**config.mk**
```make
export PLATFORM = sky130hd
export DESIGN_NAME = life_run_ctrl
export DESIGN_NICKNAME = d
export VERILOG_FILES = /design/src/rtl/life_run_ctrl.sv
export SDC_FILE = /design/constraint.sdc
export NUM_CORES = 1
export LEC_CHECK = 0
export BUFFER_PORTS_ARGS = -buffer_cell sky130_fd_sc_hd__buf_2
export CAP_MARGIN = 20
export CORE_MARGIN = 2
export CORE_UTILIZATION = 43
export DETAILED_ROUTE_END_ITERATION = 8
export PLACE_DENSITY = 0.74
export SLEW_MARGIN = 20
export SYNTH_ARGS = -nofsm -noshare
export SYNTH_HDL_FRONTEND = slang
export SYNTH_SLANG_ARGS = --single-unit
```
**constraint.sdc**
```tcl
create_clock -name clk -period 1.98 [get_ports clk]
set_input_delay 0.396 -clock clk [delete_from_list [all_inputs] [get_ports clk]]
set_output_delay 0.396 -clock clk [all_outputs]
set_load 0.02 [all_outputs]
```
**src/rtl/life_run_ctrl.sv**
```systemverilog
// life_run_ctrl: sequences a 4x4 Life array for a host. Clears the array,
// writes a 16-cell seed, steps it one generation at a time and classifies
// the evolution as extinct, still life, period-2 oscillator or budget limit.
module life_run_ctrl #(
  parameter int SETTLE_CYCLES = 1,
  parameter int GEN_W         = 8
) (
  input  logic             clk,
  input  logic             reset,
  input  logic             start,
  input  logic [15:0]      pattern,
  input  logic [GEN_W-1:0] gen_count,
  input  logic             abort,
  output logic             busy,
  output logic             done,
  output logic [1:0]       result,
  output logic [GEN_W-1:0] gens_done,
  output logic [15:0]      final_alive,
  output logic             arr_reset,
  output logic [1:0]       arr_row,
  output logic [1:0]       arr_col,
  output logic             arr_val,
  output logic             arr_write_enb,
  output logic             arr_run,
  input  logic [15:0]      arr_alive
);

  typedef enum logic [2:0] {
    S_IDLE   = 3'd0,
    S_CLEAR  = 3'd1,
    S_WRITE  = 3'd2,
    S_SETTLE = 3'd3,
    S_STEP   = 3'd4,
    S_WAIT   = 3'd5,
    S_CHECK  = 3'd6,
    S_DONE   = 3'd7
  } state_t;

  localparam logic [1:0]       RES_LIMIT   = 2'b00;
  localparam logic [1:0]       RES_EXTINCT = 2'b01;
  localparam logic [1:0]       RES_STILL   = 2'b10;
  localparam logic [1:0]       RES_PERIOD2 = 2'b11;
  localparam logic [3:0]       SETTLE_LAST = 4'(SETTLE_CYCLES - 1);
  localparam logic [GEN_W-1:0] GEN_MAX     = {GEN_W{1'b1}};
  localparam logic [GEN_W-1:0] GEN_ZERO    = {GEN_W{1'b0}};
  localparam logic [GEN_W-1:0] GEN_ONE     = GEN_W'(1);
  localparam logic [GEN_W-1:0] GEN_TWO     = GEN_W'(2);

  state_t           state_q, state_d;
  logic [15:0]      pat_q, pat_d;
  logic [GEN_W-1:0] budget_q, budget_d;
  logic [3:0]       idx_q, idx_d;
  logic [3:0]       cnt_q, cnt_d;
  logic [15:0]      prev_q, prev_d;
  logic [15:0]      prev2_q, prev2_d;
  logic [GEN_W-1:0] gens_q, gens_d;
  logic             busy_q, busy_d;
  logic             done_q, done_d;
  logic [1:0]       result_q, result_d;
  logic [15:0]      final_q, final_d;
  logic             arr_reset_q, arr_reset_d;
  logic [1:0]       row_q, row_d;
  logic [1:0]       col_q, col_d;
  logic             val_q, val_d;
  logic             we_q, we_d;
  logic             run_q, run_d;

  // Next-state, bookkeeping and next registered array-port values.
  always_comb begin
    state_d     = state_q;
    pat_d       = pat_q;
    budget_d    = budget_q;
    idx_d       = idx_q;
    cnt_d       = cnt_q;
    prev_d      = prev_q;
    prev2_d     = prev2_q;
    gens_d      = gens_q;
    busy_d      = busy_q;
    done_d      = 1'b0;
    result_d    = result_q;
    final_d     = final_q;
    arr_reset_d = 1'b0;
    row_d       = 2'b00;
    col_d       = 2'b00;
    val_d       = 1'b0;
    we_d        = 1'b0;
    run_d       = 1'b0;

    case (state_q)
      // DONE behaves like IDLE for a new start since busy is already low.
      S_IDLE, S_DONE: begin
        if (start) begin
          pat_d    = pattern;
          budget_d = gen_count;
          gens_d   = GEN_ZERO;
          prev_d   = pattern;
          prev2_d  = 16'h0000;
          busy_d   = 1'b1;
          state_d  = S_CLEAR;
        end else begin
          state_d = S_IDLE;
        end
      end
      S_CLEAR: begin
        idx_d   = 4'd0;
        state_d = S_WRITE;
      end
      S_WRITE: begin
        if (idx_q == 4'd15) begin
          cnt_d   = 4'd0;
          state_d = S_SETTLE;
        end else begin
          idx_d = idx_q + 4'd1;
        end
      end
      S_SETTLE: begin
        if (cnt_q == SETTLE_LAST) begin
          if (budget_q == GEN_ZERO) begin
            result_d = RES_LIMIT;
            final_d  = arr_alive;
            done_d   = 1'b1;
            busy_d   = 1'b0;
            state_d  = S_DONE;
          end else begin
            state_d = S_STEP;
          end
        end else begin
          cnt_d = cnt_q + 4'd1;
        end
      end
      S_STEP: begin
        cnt_d   = 4'd0;
        gens_d  = (gens_q == GEN_MAX) ? gens_q : gens_q + GEN_ONE;
        state_d = S_WAIT;
      end
      S_WAIT: begin
        if (cnt_q == SETTLE_LAST) begin
          state_d = S_CHECK;
        end else begin
          cnt_d = cnt_q + 4'd1;
        end
      end
      S_CHECK: begin
        // Earlier tests take priority when several conditions hold at once.
        if (arr_alive == 16'h0000) begin
          result_d = RES_EXTINCT;
          state_d  = S_DONE;
        end else if (arr_alive == prev_q) begin
          result_d = RES_STILL;
          state_d  = S_DONE;
        end else if ((gens_q >= GEN_TWO) && (arr_alive == prev2_q)) begin
          result_d = RES_PERIOD2;
          state_d  = S_DONE;
        end else if (gens_q == budget_q) begin
          result_d = RES_LIMIT;
          state_d  = S_DONE;
        end else begin
          prev2_d = prev_q;
          prev_d  = arr_alive;
          state_d = S_STEP;
        end
        if (state_d == S_DONE) begin
          final_d = arr_alive;
          done_d  = 1'b1;
          busy_d  = 1'b0;
        end else begin
          final_d = final_q;
        end
      end
      default: begin
        busy_d  = 1'b0;
        state_d = S_IDLE;
      end
    endcase

    // Abort only matters while a run is in flight; results keep their values.
    if (abort && busy_q) begin
      state_d  = S_IDLE;
      busy_d   = 1'b0;
      done_d   = 1'b0;
      gens_d   = gens_q;
      result_d = result_q;
      final_d  = final_q;
    end else begin
      busy_d = busy_d;
    end

    // Array port values belong to the state being entered.
    case (state_d)
      S_CLEAR: begin
        arr_reset_d = 1'b1;
      end
      S_WRITE: begin
        row_d = idx_d[1:0];
        col_d = idx_d[3:2];
        val_d = pat_d[idx_d];
        we_d  = 1'b1;
      end
      S_STEP: begin
        run_d = 1'b1;
      end
      default: begin
        arr_reset_d = 1'b0;
      end
    endcase
  end

  // State and output registers with synchronous active-low reset.
  always_ff @(posedge clk) begin
    if (!reset) begin
      state_q     <= S_IDLE;
      pat_q       <= 16'h0000;
      budget_q    <= GEN_ZERO;
      idx_q       <= 4'd0;
      cnt_q       <= 4'd0;
      prev_q      <= 16'h0000;
      prev2_q     <= 16'h0000;
      gens_q      <= GEN_ZERO;
      busy_q      <= 1'b0;
      done_q      <= 1'b0;
      result_q    <= RES_LIMIT;
      final_q     <= 16'h0000;
      arr_reset_q <= 1'b1;
      row_q       <= 2'b00;
      col_q       <= 2'b00;
      val_q       <= 1'b0;
      we_q        <= 1'b0;
      run_q       <= 1'b0;
    end else begin
      state_q     <= state_d;
      pat_q       <= pat_d;
      budget_q    <= budget_d;
      idx_q       <= idx_d;
      cnt_q       <= cnt_d;
      prev_q      <= prev_d;
      prev2_q     <= prev2_d;
      gens_q      <= gens_d;
      busy_q      <= busy_d;
      done_q      <= done_d;
      result_q    <= result_d;
      final_q     <= final_d;
      arr_reset_q <= arr_reset_d;
      row_q       <= row_d;
      col_q       <= col_d;
      val_q       <= val_d;
      we_q        <= we_d;
      run_q       <= run_d;
    end
  end

  assign busy          = busy_q;
  assign done          = done_q;
  assign result        = result_q;
  assign gens_done     = gens_q;
  assign final_alive   = final_q;
  assign arr_reset     = arr_reset_q;
  assign arr_row       = row_q;
  assign arr_col       = col_q;
  assign arr_val       = val_q;
  assign arr_write_enb = we_q;
  assign arr_run       = run_q;

endmodule

```
======== Yosys cells after proc, flatten, opt, wreduce, memory -nomap -nowiden ========
Index checks and enable logic that the tools add are counted.
storage, ports and cells
  output and inout port bits .............. 36
  input port bits ......................... 44
  bits in registers ....................... 103
  word-level logic and storage cells ...... 134
cells by class
  reductions and logical operators ........ 22
  add/subtract/negate cells ............... 3
  equal/unequal tests ..................... 28
  order comparisons ....................... 2
  bitwise operators ....................... 2
  mux-type cells .......................... 59
operators by type and width
  operator             count
  $mux 16              15
  $pmux 16 s2          3
  $eq 16x16->1         2
  $mux 2               11
  $ne 2x2->1 const B   11
  $pmux 3 s7           1
  $eq 3x3->1 const B   6
  $logic_not 16->1     1
  $mux 8               2
  $pmux 8 s2           1
  $mux 3               5
  $reduce_and 5->1     3
  $mux 1               12
  $mux 4               3
  $pmux 4 s3           1
  $eq 3x2->1 const B   3
  $add 4x1->4 const B  2
  $add 8x1->8 const B  1
  $eq 8x8->1           1
  $eq 8x8->1 const B   1
  $ge 8x2->1 const B   1
  $logic_not 8->1      1
  $pmux 4 s2           1
  $eq 3x1->1 const B   2
  18 further kinds     26

======== Longest topological paths before layout ========
  depth after elaboration ................. 10
  mapped depth ............................ 12
  depth with buffers taken out ............ 9

======== Least setup slack after synthesis ========
OpenSTA, ideal clock, no wires.
  path type ............................... register to register
  start point ............................. register gens_q[0] (netlist: gens_done[0])
  end point ............................... register prev2_q[2]
  arrival time ............................ 2.089 ns
  cell stages (with the launch flop) ...... 11
  clock period less this slack ............ 2.217 ns
  setup time .............................. 0.128 ns
  path slack .............................. -0.237 ns
  data required time ...................... 1.852 ns
  buffers on the path ..................... 2
  cells stage by stage .................... dfxtp_1 inv_1 ha_1 nor4_1 a21oi_2 a211oi_4 a21o_1 buf_6 buf_6 mux2i_1 nor2_1
on the way
  word-level cells in the longest chain between the ends .. 4
  elaborated cells on any way between the ends .. 6
  classes of those cells .................. order compare (1); eq/ne (3); reduce/logical (2)
ends and longest elaborated chain
  element                         line  RTL
  start: declaration              56    logic [GEN_W-1:0] gens_q, gens_d;
  start signal: assignment        237   gens_q <= gens_d;
  $ge 8x2->1                      151   end else if ((gens_q >= GEN_TWO) && (arr_alive == prev2_q)) begin
  $logic_and 1x1->1               151
  $ne 2x2->1 (no line)            --
  $reduce_and 6->1 (no line) (*)  --
  end signal: assignment          236   prev2_q <= prev2_d;
  end: declaration                55    logic [15:0] prev2_q, prev2_d;
Every way passes the cells marked *; elsewhere a longest branch is shown, timed or not.
A chain may end at the register's enable or synchronous reset.

======== Worst setup path after layout ========
  start point ............................. register prev2_q[12]
  end point ............................... register prev_q[6]
on the way
  word-level cells in the longest chain between the ends .. 4
ends and longest elaborated chain
  element                     line  RTL
  $eq 16x16->1                151
  $logic_and 1x1->1           151
  $ne 2x2->1 (no line)        --
  $reduce_and 6->1 (no line)  --
  end signal: assignment      235   prev_q <= prev_d;
  end: declaration            54    logic [15:0] prev_q, prev_d;
No other way between the ends.

==> impl_metrics.ini <==
[drt]
routedWlPerCell_um = 18.63
via_per_inst = 5.801
drtIter0Drc = 509
drc = 3
antenna_left = 0
dr.pass1.iters = 7
vias = 5227
drt-total-wl_mm = 16.79

[critical_path]
required_ns = 2.21
r2r_cells = 8
cp_max_fo = 7
crit_path_start_kind = flop
cp-end-kind = flop
critical_path_arrival_ns = 2.46
setup.worst_path.class = flop to flop

[global_routing]
grt_max_degree = 55
overflow = 0
grt_pass1_wl_mm = 25.33
antenna_found_initial = 0
grt_pass1_vias = 4997
grt_util_all_layers_pct = 25.02

[run_status]
failed_checks = design-rule violations, negative setup slack
status = finished with violations

[placed_design]
gp_congestion = 0.8732
hpwl_mm = 10.63
dpl_worst_slack_ns = -0.3656
dp.cells = 862
portBuffers = 79

[sta]
skew_ns = 0.01014
fmax_mhz = 449.1
rsz0062_at_grt = yes
drv_slew = 0
setup_viol = 51
layout_min_cycle_time_ns = 2.227
fin_crit_sh_pct = 112.5
hold_violations = 0
setup_slack_ns = -0.2469
max_slew_margin_pct = 61.25
worstMarginPinSlew_ns = 0.5813
setup_tns_ns = -7.564

[final_layout]
finalNonFillerCells = 901
insertedDiodeCount = 0
drive_gt1_share_pct = 38.13
area_delta_synth_final_pct = 38.76
nets = 802

[synth]
yosysMostFrequentCell = dfxtp_1
ys_seq_area_share_pct = 40.40
synth.avg_cell_area_sq_um = 8.520
synth-edff-count = 0
synth_area_leaders = dfxtp_1 (40%), xnor2_1 (7.7%), nand2_1 (7.4%)
synth_area_sq_um = 5104
synth_warnings = 0
synth_cells = 599
yosysTopAreaCellShare_pct = 40.40
synth_nets = 648
ys.flop_type = dfxtp_1
synth_top_cell_by_area = dfxtp_1
synth_common_cells = dfxtp_1 (103), nand2_1 (100), nor2_1 (82)
synth_async_sr_flop_share_pct = 0
synth.distinct_cells = 52
synth-seq-cells = 103

[pwr]
p_per_area_nw_per_um2 = 702.1
p_leak_nw = 2.891
peakVddDrop_v = 0.0003903

[cts]
clk_pin_slew_ns = 0.08
clkLatencyLatePin_ns = 0.35
clockRootBuffer = clkbuf_16
cts_buffers = 9
cts_tree = done
htreeDepth = 3
clk_path_buf_depth = 2
cts_sinks = 103

[floorplanning]
rows = 39
die_y_um = 112.9
core_sq_um = 11520
num_io_pins = 80
die_area_sq_um = 12760
die_x_um = 112.9
initial_core_util_pct = 44.32

[worst_hold_path]
whs_path_depth = 3
hold_class = primary input to flop

[flow_run]
max_cap_violations = 0
[cell families (layout without fill, tap and decap cells)]
kind of cell	count (synthesis)	count (layout)	share of synthesized area (%)
flops	103	103	40.40
xor+xnor	46	46	7.894
fa+ha+maj	5	5	1.226
compound gates	92	93	11.77
mux	42	42	10.20
buf+inv	48	206	4.780
simple gates	263	263	23.73
[state kept, by name (all words and copies together), names as in the netlist, 2 cells and up]
signal	flops
cnt_q	4
idx_q	4
pat_q	16
budget_q	8
final_alive	16
state_q	3
result	2
arr_row	2
arr_col	2
gens_done	8
prev2_q	16
prev_q	16
[power by group]
part           switching (mW)  leakage [nW]  internal (mW)
Sequential             0.0822         0.845           2.16
Combinational           0.526          1.90          0.491
Clock                   0.846         0.141          0.870
Total                    1.45          2.89           3.52
[cells in the final DEF, fill, tap and decap left out, drive strengths merged, types with 5 or more instances in the layout]
cell type  instances
nand3              8
mux4               8
a21oi             44
nand2            100
o21ai             13
dfxtp            103
a311oi            16
nor4              10
inv               13
ha                 5
xnor2             45
clkbuf            11
and2               5
and3              19
nor3              12
nor2              82
buf              178
nand4             12
mux2i             34
[path summary, 6_finish.rpt]
path	start	end	slack, ns
worst max register to register	prev2_q[12]$_SDFFE_PN0P_	prev_q[6]$_SDFFE_PN0P_	-0.25
worst min-delay path	gen_count[5]	budget_q[5]$_SDFFE_PN0P_	0.29
worst min register to register	pat_q[11]$_SDFF_PN0_	pat_q[11]$_SDFF_PN0_	0.47
worst max-delay path	prev2_q[12]$_SDFFE_PN0P_	prev_q[6]$_SDFFE_PN0P_	-0.25
[through the flow]
stage / power (mW) / hold WS, ns / cell area (sq um) / util, %
after floorplan: 2.737 / 0.4332 / 5160 / -
after global placement: 3.040 / 0.4404 / 6165 / 53.53
after detailed placement: 3.067 / 0.4475 / 6165 / 53.53
after CTS: 4.900 / 0.2884 / 6835 / 59.35
after global routing: 5.124 / 0.2974 / 7082 / 61.50
final: 4.972 / 0.2908 / 7082 / 61.50
[layer usage]
metal,track usage (%),wire (um),share of wire [%],vias up
met2,41.93,8072,48,305
li1,-,-,-,2385
met3,4.606,1403,8.4,43
met5,0,0,0,-
met1,32.68,6864,41,2494
met4,8.537,448,2.7,0
[worst max-delay path, cell delays in order (launching register included)]
cell      delay [ns]
dfxtp_1         0.33
xnor2_1         0.28
nand4_1         0.21
nor3_4          0.28
a211oi_4        0.12
a21o_4          0.25
buf_12          0.15
buf_16          0.14
a311oi_1        0.33
[cell type report]
type,count,area (sq um)
clock buffer,9,225.2
clock inverter,7,53.80
fill,899,4434
inverter,10,40.04
multi-input combinational,449,3146
sequential,103,2086
tap,143,178.9
timing repair buffer,180,1353
[timing repair]
action,CTS,global route
resized for setup,46,44
pin swaps,8,16
endpoints found under the setup margin,59,63
gates cloned,6,3
setup buffers,8,9
hold buffers,0,0
(Power assumes the default switching activity.)
